$ cat src/rtl/pc_sequencer_pkg.sv
// Shared FSM state type and default constants for the pc_sequencer fetch controller.
package pc_seq_pkg;

    typedef enum logic [1:0] {
        S_BOOT  = 2'd0,
        S_FETCH = 2'd1,
        S_VALID = 2'd2,
        S_DRAIN = 2'd3
    } pc_seq_state_t;

    localparam logic [31:0] PC_RESET_DEFAULT    = 32'h0000_0000;
    localparam logic [31:0] PC_TRAP_VEC_DEFAULT = 32'h0000_0080;
    localparam logic [31:0] PC_INC_DEFAULT      = 32'd4;

endpackage

$ cat src/rtl/pc_sequencer_if.sv
// Fetch-stage bus bundle: decode/execute control, instruction memory handshake, decode output.
interface pc_sequencer_if;

    logic        stall_i;
    logic        redirect_i;
    logic [31:0] redirect_pc_i;
    logic        imem_req_o;
    logic [31:0] imem_addr_o;
    logic        imem_ack_i;
    logic [31:0] imem_data_i;
    logic [31:0] inst_o;
    logic [31:0] inst_pc_o;
    logic        inst_valid_o;
    logic        flush_o;
    logic        trap_o;

    modport master (
        input  stall_i, redirect_i, redirect_pc_i, imem_ack_i, imem_data_i,
        output imem_req_o, imem_addr_o, inst_o, inst_pc_o, inst_valid_o, flush_o, trap_o
    );

    modport slave (
        output stall_i, redirect_i, redirect_pc_i, imem_ack_i, imem_data_i,
        input  imem_req_o, imem_addr_o, inst_o, inst_pc_o, inst_valid_o, flush_o, trap_o
    );

endinterface

$ cat src/rtl/pc_sequencer_next_sel.sv
// Combinational next-PC select (redirect / trap vector / sequential / hold).
// Misaligned-redirect trapping is enabled by defining PC_SEQUENCER_PC_TRAP_EN.
module pc_next_sel import pc_seq_pkg::*; #(
    parameter logic [31:0] TRAP_VEC = PC_TRAP_VEC_DEFAULT,
    parameter logic [31:0] PC_INC   = PC_INC_DEFAULT
) (
    input  logic [31:0] i_pc,
    input  logic        i_advance,
    input  logic        i_redirect,
    input  logic [31:0] i_redirectPc,
    output logic [31:0] o_nextPc,
    output logic [31:0] o_target,
    output logic        o_trap
);

    logic        w_misaligned;
    logic [31:0] w_alignedPc;

`ifdef PC_SEQUENCER_PC_TRAP_EN
    assign w_misaligned = (i_redirectPc[1:0] != 2'b00);
    assign w_alignedPc  = i_redirectPc;
`else
    // Without trapping, a misaligned target is silently rounded down to a word boundary.
    assign w_misaligned = 1'b0;
    assign w_alignedPc  = i_redirectPc & 32'hFFFF_FFFC;
`endif

    assign o_target = w_misaligned ? TRAP_VEC : w_alignedPc;
    assign o_trap   = i_redirect & w_misaligned;

    always_comb begin
        o_nextPc = i_pc;
        if (i_redirect) begin
            o_nextPc = o_target;
        end else if (i_advance) begin
            o_nextPc = i_pc + PC_INC;
        end
    end

endmodule

$ cat src/rtl/pc_sequencer.sv
// Fetch-stage controller owning the PC: sequences imem requests, handles stall and redirects.
// Optional feature macro: PC_SEQUENCER_PC_TRAP_EN (misaligned redirect -> TRAP_VEC + trap_o pulse).
module pc_sequencer import pc_seq_pkg::*; #(
    parameter logic [31:0] RESET_PC = PC_RESET_DEFAULT,
    parameter logic [31:0] TRAP_VEC = PC_TRAP_VEC_DEFAULT,
    parameter logic [31:0] PC_INC   = PC_INC_DEFAULT
) (
    input  logic           clk_i,
    input  logic           rst_i,
    pc_sequencer_if.master bus
);

    pc_seq_state_t r_state;
    pc_seq_state_t w_stateNext;

    logic [31:0] r_pc;
    logic [31:0] w_nextPc;
    logic [31:0] w_target;
    logic        w_trap;
    logic        w_advance;

    logic        r_req,    w_reqNext;
    logic [31:0] r_addr,   w_addrNext;
    logic [31:0] r_inst,   w_instNext;
    logic [31:0] r_instPc, w_instPcNext;
    logic        r_valid,  w_validNext;
    logic        r_flush;
    logic        r_trap;

    assign w_advance = (r_state == S_FETCH) && bus.imem_ack_i && !bus.redirect_i;

    pc_next_sel #(
        .TRAP_VEC (TRAP_VEC),
        .PC_INC   (PC_INC)
    ) u_nextSel (
        .i_pc         (r_pc),
        .i_advance    (w_advance),
        .i_redirect   (bus.redirect_i),
        .i_redirectPc (bus.redirect_pc_i),
        .o_nextPc     (w_nextPc),
        .o_target     (w_target),
        .o_trap       (w_trap)
    );

    always_ff @(posedge clk_i or negedge rst_i) begin
        if (!rst_i) begin
            r_state <= S_BOOT;
        end else begin
            r_state <= w_stateNext;
        end
    end

    // An in-flight request cannot be cancelled, so a redirect without ack parks in S_DRAIN.
    always_comb begin
        w_stateNext = r_state;
        case (r_state)
            S_BOOT:  w_stateNext = S_FETCH;
            S_FETCH: begin
                if (bus.redirect_i) begin
                    w_stateNext = bus.imem_ack_i ? S_FETCH : S_DRAIN;
                end else if (bus.imem_ack_i) begin
                    w_stateNext = S_VALID;
                end
            end
            S_VALID: begin
                if (bus.redirect_i || !bus.stall_i) begin
                    w_stateNext = S_FETCH;
                end
            end
            S_DRAIN: begin
                if (bus.imem_ack_i) begin
                    w_stateNext = S_FETCH;
                end
            end
            default: w_stateNext = S_BOOT;
        endcase
    end

    // Every new fetch is issued at w_nextPc, which already reflects any redirect this cycle.
    always_comb begin
        w_reqNext    = r_req;
        w_addrNext   = r_addr;
        w_instNext   = r_inst;
        w_instPcNext = r_instPc;
        w_validNext  = r_valid;
        case (r_state)
            S_BOOT: begin
                w_reqNext  = 1'b1;
                w_addrNext = w_nextPc;
            end
            S_FETCH: begin
                if (bus.redirect_i) begin
                    if (bus.imem_ack_i) begin
                        w_addrNext = w_nextPc;
                    end
                end else if (bus.imem_ack_i) begin
                    w_instNext   = bus.imem_data_i;
                    w_instPcNext = r_addr;
                    w_validNext  = 1'b1;
                    w_reqNext    = 1'b0;
                end
            end
            S_VALID: begin
                if (bus.redirect_i || !bus.stall_i) begin
                    w_validNext = 1'b0;
                    w_reqNext   = 1'b1;
                    w_addrNext  = w_nextPc;
                end
            end
            S_DRAIN: begin
                if (bus.imem_ack_i) begin
                    w_addrNext = w_nextPc;
                end
            end
            default: ;
        endcase
    end

    always_ff @(posedge clk_i or negedge rst_i) begin
        if (!rst_i) begin
            r_pc     <= RESET_PC;
            r_req    <= 1'b0;
            r_addr   <= 32'h0;
            r_inst   <= 32'h0;
            r_instPc <= 32'h0;
            r_valid  <= 1'b0;
            r_flush  <= 1'b0;
            r_trap   <= 1'b0;
        end else begin
            r_pc     <= w_nextPc;
            r_req    <= w_reqNext;
            r_addr   <= w_addrNext;
            r_inst   <= w_instNext;
            r_instPc <= w_instPcNext;
            r_valid  <= w_validNext;
            r_flush  <= bus.redirect_i;
            r_trap   <= w_trap;
        end
    end

    assign bus.imem_req_o   = r_req;
    assign bus.imem_addr_o  = r_addr;
    assign bus.inst_o       = r_inst;
    assign bus.inst_pc_o    = r_instPc;
    assign bus.inst_valid_o = r_valid;
    assign bus.flush_o      = r_flush;
    assign bus.trap_o       = r_trap;

endmodule

$ cat src/flat_wrapper.sv
// flat-port wrapper written by rule: the top's interface ports become plain ports
module pc_sequencer_flat import pc_seq_pkg::*;
#(
    parameter logic [31:0] RESET_PC = PC_RESET_DEFAULT,
    parameter logic [31:0] TRAP_VEC = PC_TRAP_VEC_DEFAULT,
    parameter logic [31:0] PC_INC   = PC_INC_DEFAULT
)
  (clk_i, rst_i, bus_stall_i, bus_redirect_i, bus_redirect_pc_i, bus_imem_ack_i, bus_imem_data_i, bus_imem_req_o, bus_imem_addr_o, bus_inst_o, bus_inst_pc_o, bus_inst_valid_o, bus_flush_o, bus_trap_o);
  pc_sequencer_if bus_i ();
  input  logic clk_i;
  input  logic rst_i;
  input wire logic [$bits(bus_i.stall_i)-1:0] bus_stall_i;
  input wire logic [$bits(bus_i.redirect_i)-1:0] bus_redirect_i;
  input wire logic [$bits(bus_i.redirect_pc_i)-1:0] bus_redirect_pc_i;
  input wire logic [$bits(bus_i.imem_ack_i)-1:0] bus_imem_ack_i;
  input wire logic [$bits(bus_i.imem_data_i)-1:0] bus_imem_data_i;
  output wire logic [$bits(bus_i.imem_req_o)-1:0] bus_imem_req_o;
  output wire logic [$bits(bus_i.imem_addr_o)-1:0] bus_imem_addr_o;
  output wire logic [$bits(bus_i.inst_o)-1:0] bus_inst_o;
  output wire logic [$bits(bus_i.inst_pc_o)-1:0] bus_inst_pc_o;
  output wire logic [$bits(bus_i.inst_valid_o)-1:0] bus_inst_valid_o;
  output wire logic [$bits(bus_i.flush_o)-1:0] bus_flush_o;
  output wire logic [$bits(bus_i.trap_o)-1:0] bus_trap_o;
  assign bus_i.stall_i = bus_stall_i;
  assign bus_i.redirect_i = bus_redirect_i;
  assign bus_i.redirect_pc_i = bus_redirect_pc_i;
  assign bus_i.imem_ack_i = bus_imem_ack_i;
  assign bus_i.imem_data_i = bus_imem_data_i;
  assign bus_imem_req_o = bus_i.imem_req_o;
  assign bus_imem_addr_o = bus_i.imem_addr_o;
  assign bus_inst_o = bus_i.inst_o;
  assign bus_inst_pc_o = bus_i.inst_pc_o;
  assign bus_inst_valid_o = bus_i.inst_valid_o;
  assign bus_flush_o = bus_i.flush_o;
  assign bus_trap_o = bus_i.trap_o;
  pc_sequencer #(.RESET_PC(RESET_PC), .TRAP_VEC(TRAP_VEC), .PC_INC(PC_INC)) u_core (.clk_i(clk_i), .rst_i(rst_i), .bus(bus_i));
endmodule
$ cat config.mk
export PLATFORM = sky130hd
export DESIGN_NAME = pc_sequencer_flat
export DESIGN_NICKNAME = d
export VERILOG_FILES = /design/src/rtl/pc_sequencer_pkg.sv /design/src/rtl/pc_sequencer_if.sv /design/src/rtl/pc_sequencer_next_sel.sv /design/src/rtl/pc_sequencer.sv /design/src/flat_wrapper.sv
export SDC_FILE = /design/constraint.sdc
export NUM_CORES = 1
export LEC_CHECK = 0
export ABC_AREA = 1
export CAP_MARGIN = 20
export CORE_UTILIZATION = 52
export CTS_CLUSTER_SIZE = 28
export DETAILED_ROUTE_END_ITERATION = 6
export HOLD_SLACK_MARGIN = 0.03
export PLACE_DENSITY_LB_ADDON = 0.1
export SYNTH_ARGS = -nofsm -noshare
export SYNTH_HDL_FRONTEND = slang
export SYNTH_SLANG_ARGS = --single-unit
$ cat constraint.sdc
create_clock -name clk_i -period 2.4 [get_ports clk_i]
set_input_delay 0.6 -clock clk_i [delete_from_list [all_inputs] [get_ports clk_i]]
set_output_delay 0.6 -clock clk_i [all_outputs]
set_load 0.01 [all_outputs]
* Yosys cells after proc, flatten, opt, wreduce, memory -nomap -nowiden
Cells that the tools add are included.
** Word-level totals
- Bits in latches :: 0
- Register bits :: 133
- Memory bits (writable) :: 0
- Memory bits (read-only) :: 0
- Memories kept :: 0
** Operators by class
- Muxes and demuxes :: 20
- Reductions and logical operators :: 13
- Equality and inequality tests :: 9
- Shift operators :: 0
- Add/sub/neg operators :: 1
- Bitwise logic cells :: 1
- Div/mod/pow operators :: 0
- $mul :: 0
- Magnitude comparators :: 0
** Operators by type and width (number)
- two-way mux 32 bit :: 5
- one-hot mux 32 bit (4 select lines) :: 1
- adder 32 x 3 -> 32 bit (second input constant) :: 1
- two-way mux 2 bit :: 5
- != test 2 bit (second input constant) :: 4
- one-hot mux 2 bit (4 select lines) :: 1
- AND reduction 4 bit :: 2
- two-way mux 1 bit :: 6
- AND reduction 3 bit :: 2
- == test 2 bit (second input constant) :: 2
- != test 3 bit (second input constant) :: 1
- one-hot mux 1 bit (3 select lines) :: 1
- nonzero test 3 bit :: 1
- == test 2 x 1 -> 1 bit (second input constant) :: 1
- logical AND 1 bit :: 2
- logical NOT 1 bit :: 2
- logical NOT 2 bit :: 1
- != test 2 x 1 -> 1 bit (second input constant) :: 1
- one-hot mux 1 bit (2 select lines) :: 1
- AND reduction 2 bit :: 1
- nonzero test 2 bit :: 1
- logical OR 1 bit :: 1
- inverter 1 bit :: 1

* Logic depth before layout (Yosys ltp)
- Depth after elaboration :: 8
- Mapped depth :: 12

* Modules after synthesis
A second synthesis with hierarchy kept.
** Unflattened totals
- Cell total of the unflattened synthesis :: 770
- Area, all modules :: 6313.6 sq um
** Modules (own cells, without submodules)
- pc_sequencer :: times used 1, area an instance 4839.6 sq um, cells each 477
- pc_next_sel :: times used 1, area an instance 1473.9 sq um, cells each 293

* Least setup slack after synthesis
No wires, ideal clock.
- Kind :: input port to flip-flop
- Start :: input port bus_redirect_i
- End :: register u_core.r_addr[25] (netlist: u_core.bus.imem_addr_o[25])
- Cell stages on the path :: 9
- Path buffers :: 1
- Slack :: 0.746 ns
- Required time :: 2.283 ns
- Arrival time :: 1.537 ns
- Cell sequence :: buf_6 -> nor2_2 -> nand2_2 -> nor3_4 -> nand3_1 -> nand2_1 -> nand2_1 -> nand3_1 -> nand2_1
** Between the ends
- Word-level cells in the longest chain between the ends :: 7
- Elaborated cells on any way between the ends :: 12
- Classes of those cells :: eq/ne (2); mux (6); reduce/logical (4)
** RTL lines
- from (decl) :: RTL line flat_wrapper.sv:13 : input wire logic [$bits(bus_i.redirect_i)-1:0] bus_redirect_i;
- logical NOT 1 bit :: RTL line pc_sequencer.sv:30 : assign w_advance = (r_state == S_FETCH) && bus.imem_ack_i && !bus.redirect_i;
- logical AND 1 bit :: RTL line pc_sequencer.sv:30
- two-way mux 32 bit :: RTL line pc_sequencer_next_sel.sv:35 : end else if (i_advance) begin
- two-way mux 32 bit :: RTL line pc_sequencer_next_sel.sv:33 : if (i_redirect) begin
- two-way mux 32 bit :: RTL line pc_sequencer.sv:93, pc_sequencer.sv:111
- two-way mux 32 bit :: RTL line pc_sequencer.sv:92 : if (bus.redirect_i) begin
- one-hot mux 32 bit (4 select lines) :: RTL line pc_sequencer.sv:86 : case (r_state)
- to (signal assigned) :: RTL line pc_sequencer.sv:132 : r_addr <= w_addrNext;
- to (decl) :: RTL line pc_sequencer.sv:23 : logic [31:0] r_addr, w_addrNext;
Parallel ways exist; a longest one is shown, timed or not. The select of a mux whose other input is x is not followed.
A chain may end at the register's enable or synchronous reset.

* Worst setup path after layout
- Start :: register u_core.r_addr[10] (netlist: u_core.bus.imem_addr_o[10])
- End :: output port bus_imem_addr_o[10]
** RTL lines
- to (decl) :: RTL line flat_wrapper.sv:18 : output wire logic [$bits(bus_i.imem_addr_o)-1:0] bus_imem_addr_o;
No word-level cell between the ends.

==> out/results.ini <==
[grt]
grt_max_degree=57
grt_pass1_wl_um=26200
grt_usage_pct=29.0
grt_antenna_before_repair=0
grt_pass1_vias=5589
grt-ovfl-total=0

[setup_path]
crit_required_ns=1.80
cp_num_buf_inv=1
worst-path-stages=1
critical_path.max_stage_delay_ns=0.57
reg2reg_slack_ns=0.64
cp_max_fo=3
r2r_end=u_core.bus.imem_addr_o[31]$_DFFE_PN0P_
end_kind=primary output
crit_path_top_delay_cell=clkdlybuf4s50_1
worstReg2RegStart=u_core.r_pc[16]$_DFF_PN0_
path_class=reg -> out
cp.arrival_ns=1.39
cp_cell_sequence=clkdlybuf4s50_1
r2r_cells=9
startpoint_type=flop
cp_top_family=buffers and inverters

[final_layout]
drive_gt1_share_pct=8.24
final_cell_count_no_fill=1062
layout_commonest_cell=nand2_1
nNetsFinal=980
num_antenna_cells=0
layout_common_cells=333 x nand2_1, 164 x clkdlybuf4s50_1, 133 x dfrtp_1, 57 x nand3_1, 55 x inv_1
area_growth_syn_to_layout_pct=40.7

[cts]
clk_pin_slew_ns=0.06
cts_resized=0
hold_buffers=0
clock_sinks=133
cts_buffers=17
cts_buffer_depth=2
cts_root_buffer=clkbuf_16
cts_max_level=4
clk_latency_ns=0.41
cts_tree=yes
cts.repair_timing.setup_buffer_count=0

[floorplan]
num_rows=38
start_util_pct=54.5
dieArea_sq_um=12000
boundaryPins=169
die_w_um=110
core_area_sq_um=11000
die_y_um=110

[timing]
slew_violations=0
rsz0062_at_grt=false
max_freq_ghz=0.502
worst_slew_pin_slew_ns=0.538
slew_headroom_pct=64.1
fin_ws_ns=0.407
skew_ns=0.00787
hold_viol=0
setup_tns_ns=0
min_period_ns=1.99
setup_viol=0
period_share_pct=83.0

[routing]
drt_iter0_drc=364
drcViolationCount=0
routed_wl_um=16100
wl_met3_um=1140
dr_total_vias=5435
top_layer=met4
wire_per_inst_um=15.2
dr.pass1.iters=5
ant_nets=0
route.met2.wl_um=8050
wl_met1_um=6700
viasPerCell=5.12

[synthesis]
syn_inst=741
syn_area_per_cell_sq_um=8.11
ys_seq_area_share_pct=55.4
synth_fp_nets=811
synth-warning-count=0
synth_area_sq_um=6010
ys_types=37
ys_ff_latch=133

[power]
p_comb_share_pct=34.5
seqPwrFrac_pct=37.4
p_switching_mw=3.01
power.internal_mw=6.44
power_per_cell_area_nw_per_um2=1120
ir_worst_vdd_v=0.000814
design_power_total_mw=9.45
power_leakage_nw=4.15
pwr-share-clk_pct=28.2
p_sw_share_pct=31.9

[placement]
port_buffers=165
place_congestion=0.841
placed_cells=1031
dp_hpwl_um=10800
pre_cts_ws_ns=0.0226

[min_path]
hold_class=in -> async

[flow_run]
maxCapViolations=0

[run_status]
status=finished, final reports clean

==> cells in the mapped netlist (all sizes together) <==
master	instances	area share (%)
inv	58	3.7
nand4	2	0.21
nor3	2	0.35
o311ai	1	0.15
a21boi	8	1.0
nand2	339	22
and2	3	0.31
xnor2	4	0.58
dfrtp	133	55
buf	17	1.7
nor2	45	3.7
o21bai	1	0.12
o21ai	34	2.9
or2	11	1.1
a31oi	5	0.52
o31ai	1	0.12
conb	1	0.062
clkbuf	12	0.75
xor2	4	0.58
a21oi	1	0.083
nand3b	1	0.12
nand3	57	4.7
ha	1	0.21
==> final cells by class <==
cell class              count  area [sq um]
fillers                   771          2570
flip-flops and latches    133          3330
inverters                  58           220
multi-input cells         521          2320
repair buffers            179          1810
well taps                 140           175
clock inverters            12           153
clock buffers              19           453
==> metal layers <==
metal	global-route usage, %	up-vias
li1	-	2636
met1	34.8	2592
met2	50.3	186
met3	8.18	21
met4	9.90	0
met5	0	-
==> sequential cells by signal, summed over array words and instances (netlist names) <==
signal and count:
u_core.bus.inst_valid_o 1, u_core.bus.flush_o 1, u_core.bus.imem_req_o 1, u_core.bus.inst_pc_o 32
u_core.r_pc 32, u_core.r_state 2, u_core.bus.imem_addr_o 32, u_core.bus.inst_o 32
==> through the flow <==
stage / area, sq um / hold slack [ns] / utilization, %
finish: 8460 / 0.151 / 76.7
global route: 8460 / 0.184 / 76.7
detailed placement: 7850 / 0.465 / 71.2
floorplan: 6010 / 0.304 / -
CTS: 8460 / 0.160 / 76.7
global placement: 7850 / 0.461 / 71.2
==> worst max path at each step <==
stage / startpoint / to / slack (ns)
5_1_grt: bus_redirect_i / u_core.bus.imem_addr_o[27]$_DFFE_PN0P_ / 0.24
2_1_floorplan: bus_redirect_i / u_core.bus.imem_addr_o[25]$_DFFE_PN0P_ / 0.75
6_report: u_core.bus.imem_addr_o[10]$_DFFE_PN0P_ / bus_imem_addr_o[10] / 0.41
3_5_place_dp: bus_redirect_i / u_core.bus.imem_addr_o[24]$_DFFE_PN0P_ / 0.02
3_3_place_gp: bus_imem_ack_i / u_core.bus.imem_addr_o[17]$_DFFE_PN0P_ / 0.05
4_1_cts: u_core.bus.imem_addr_o[10]$_DFFE_PN0P_ / bus_imem_addr_o[10] / 0.41
==> power groups by stage <==
| stage | combinational (mW) | clock, mW | sequential (mW) |
|---|---|---|---|
| 3_3_place_gp | 3.17 | 0 | 3.49 |
| 2_1_floorplan | 0.999 | 0 | 3.83 |
| 5_1_grt | 3.57 | 2.78 | 3.61 |
| 6_report | 3.26 | 2.66 | 3.53 |
| 4_1_cts | 3.30 | 2.70 | 3.53 |
| 3_5_place_dp | 3.25 | 0 | 3.53 |
==> cell families after synthesis <==
kind of cell    after synthesis  share of synthesized area (%)
simple gates                460                           32.2
flops                       133                           55.4
buf+inv                      87                           6.12
compound gates               51                           4.89
xor+xnor                      8                           1.17
fa+ha+maj                     1                          0.208
other cells                   1                         0.0624
(Power assumes the default switching activity.)
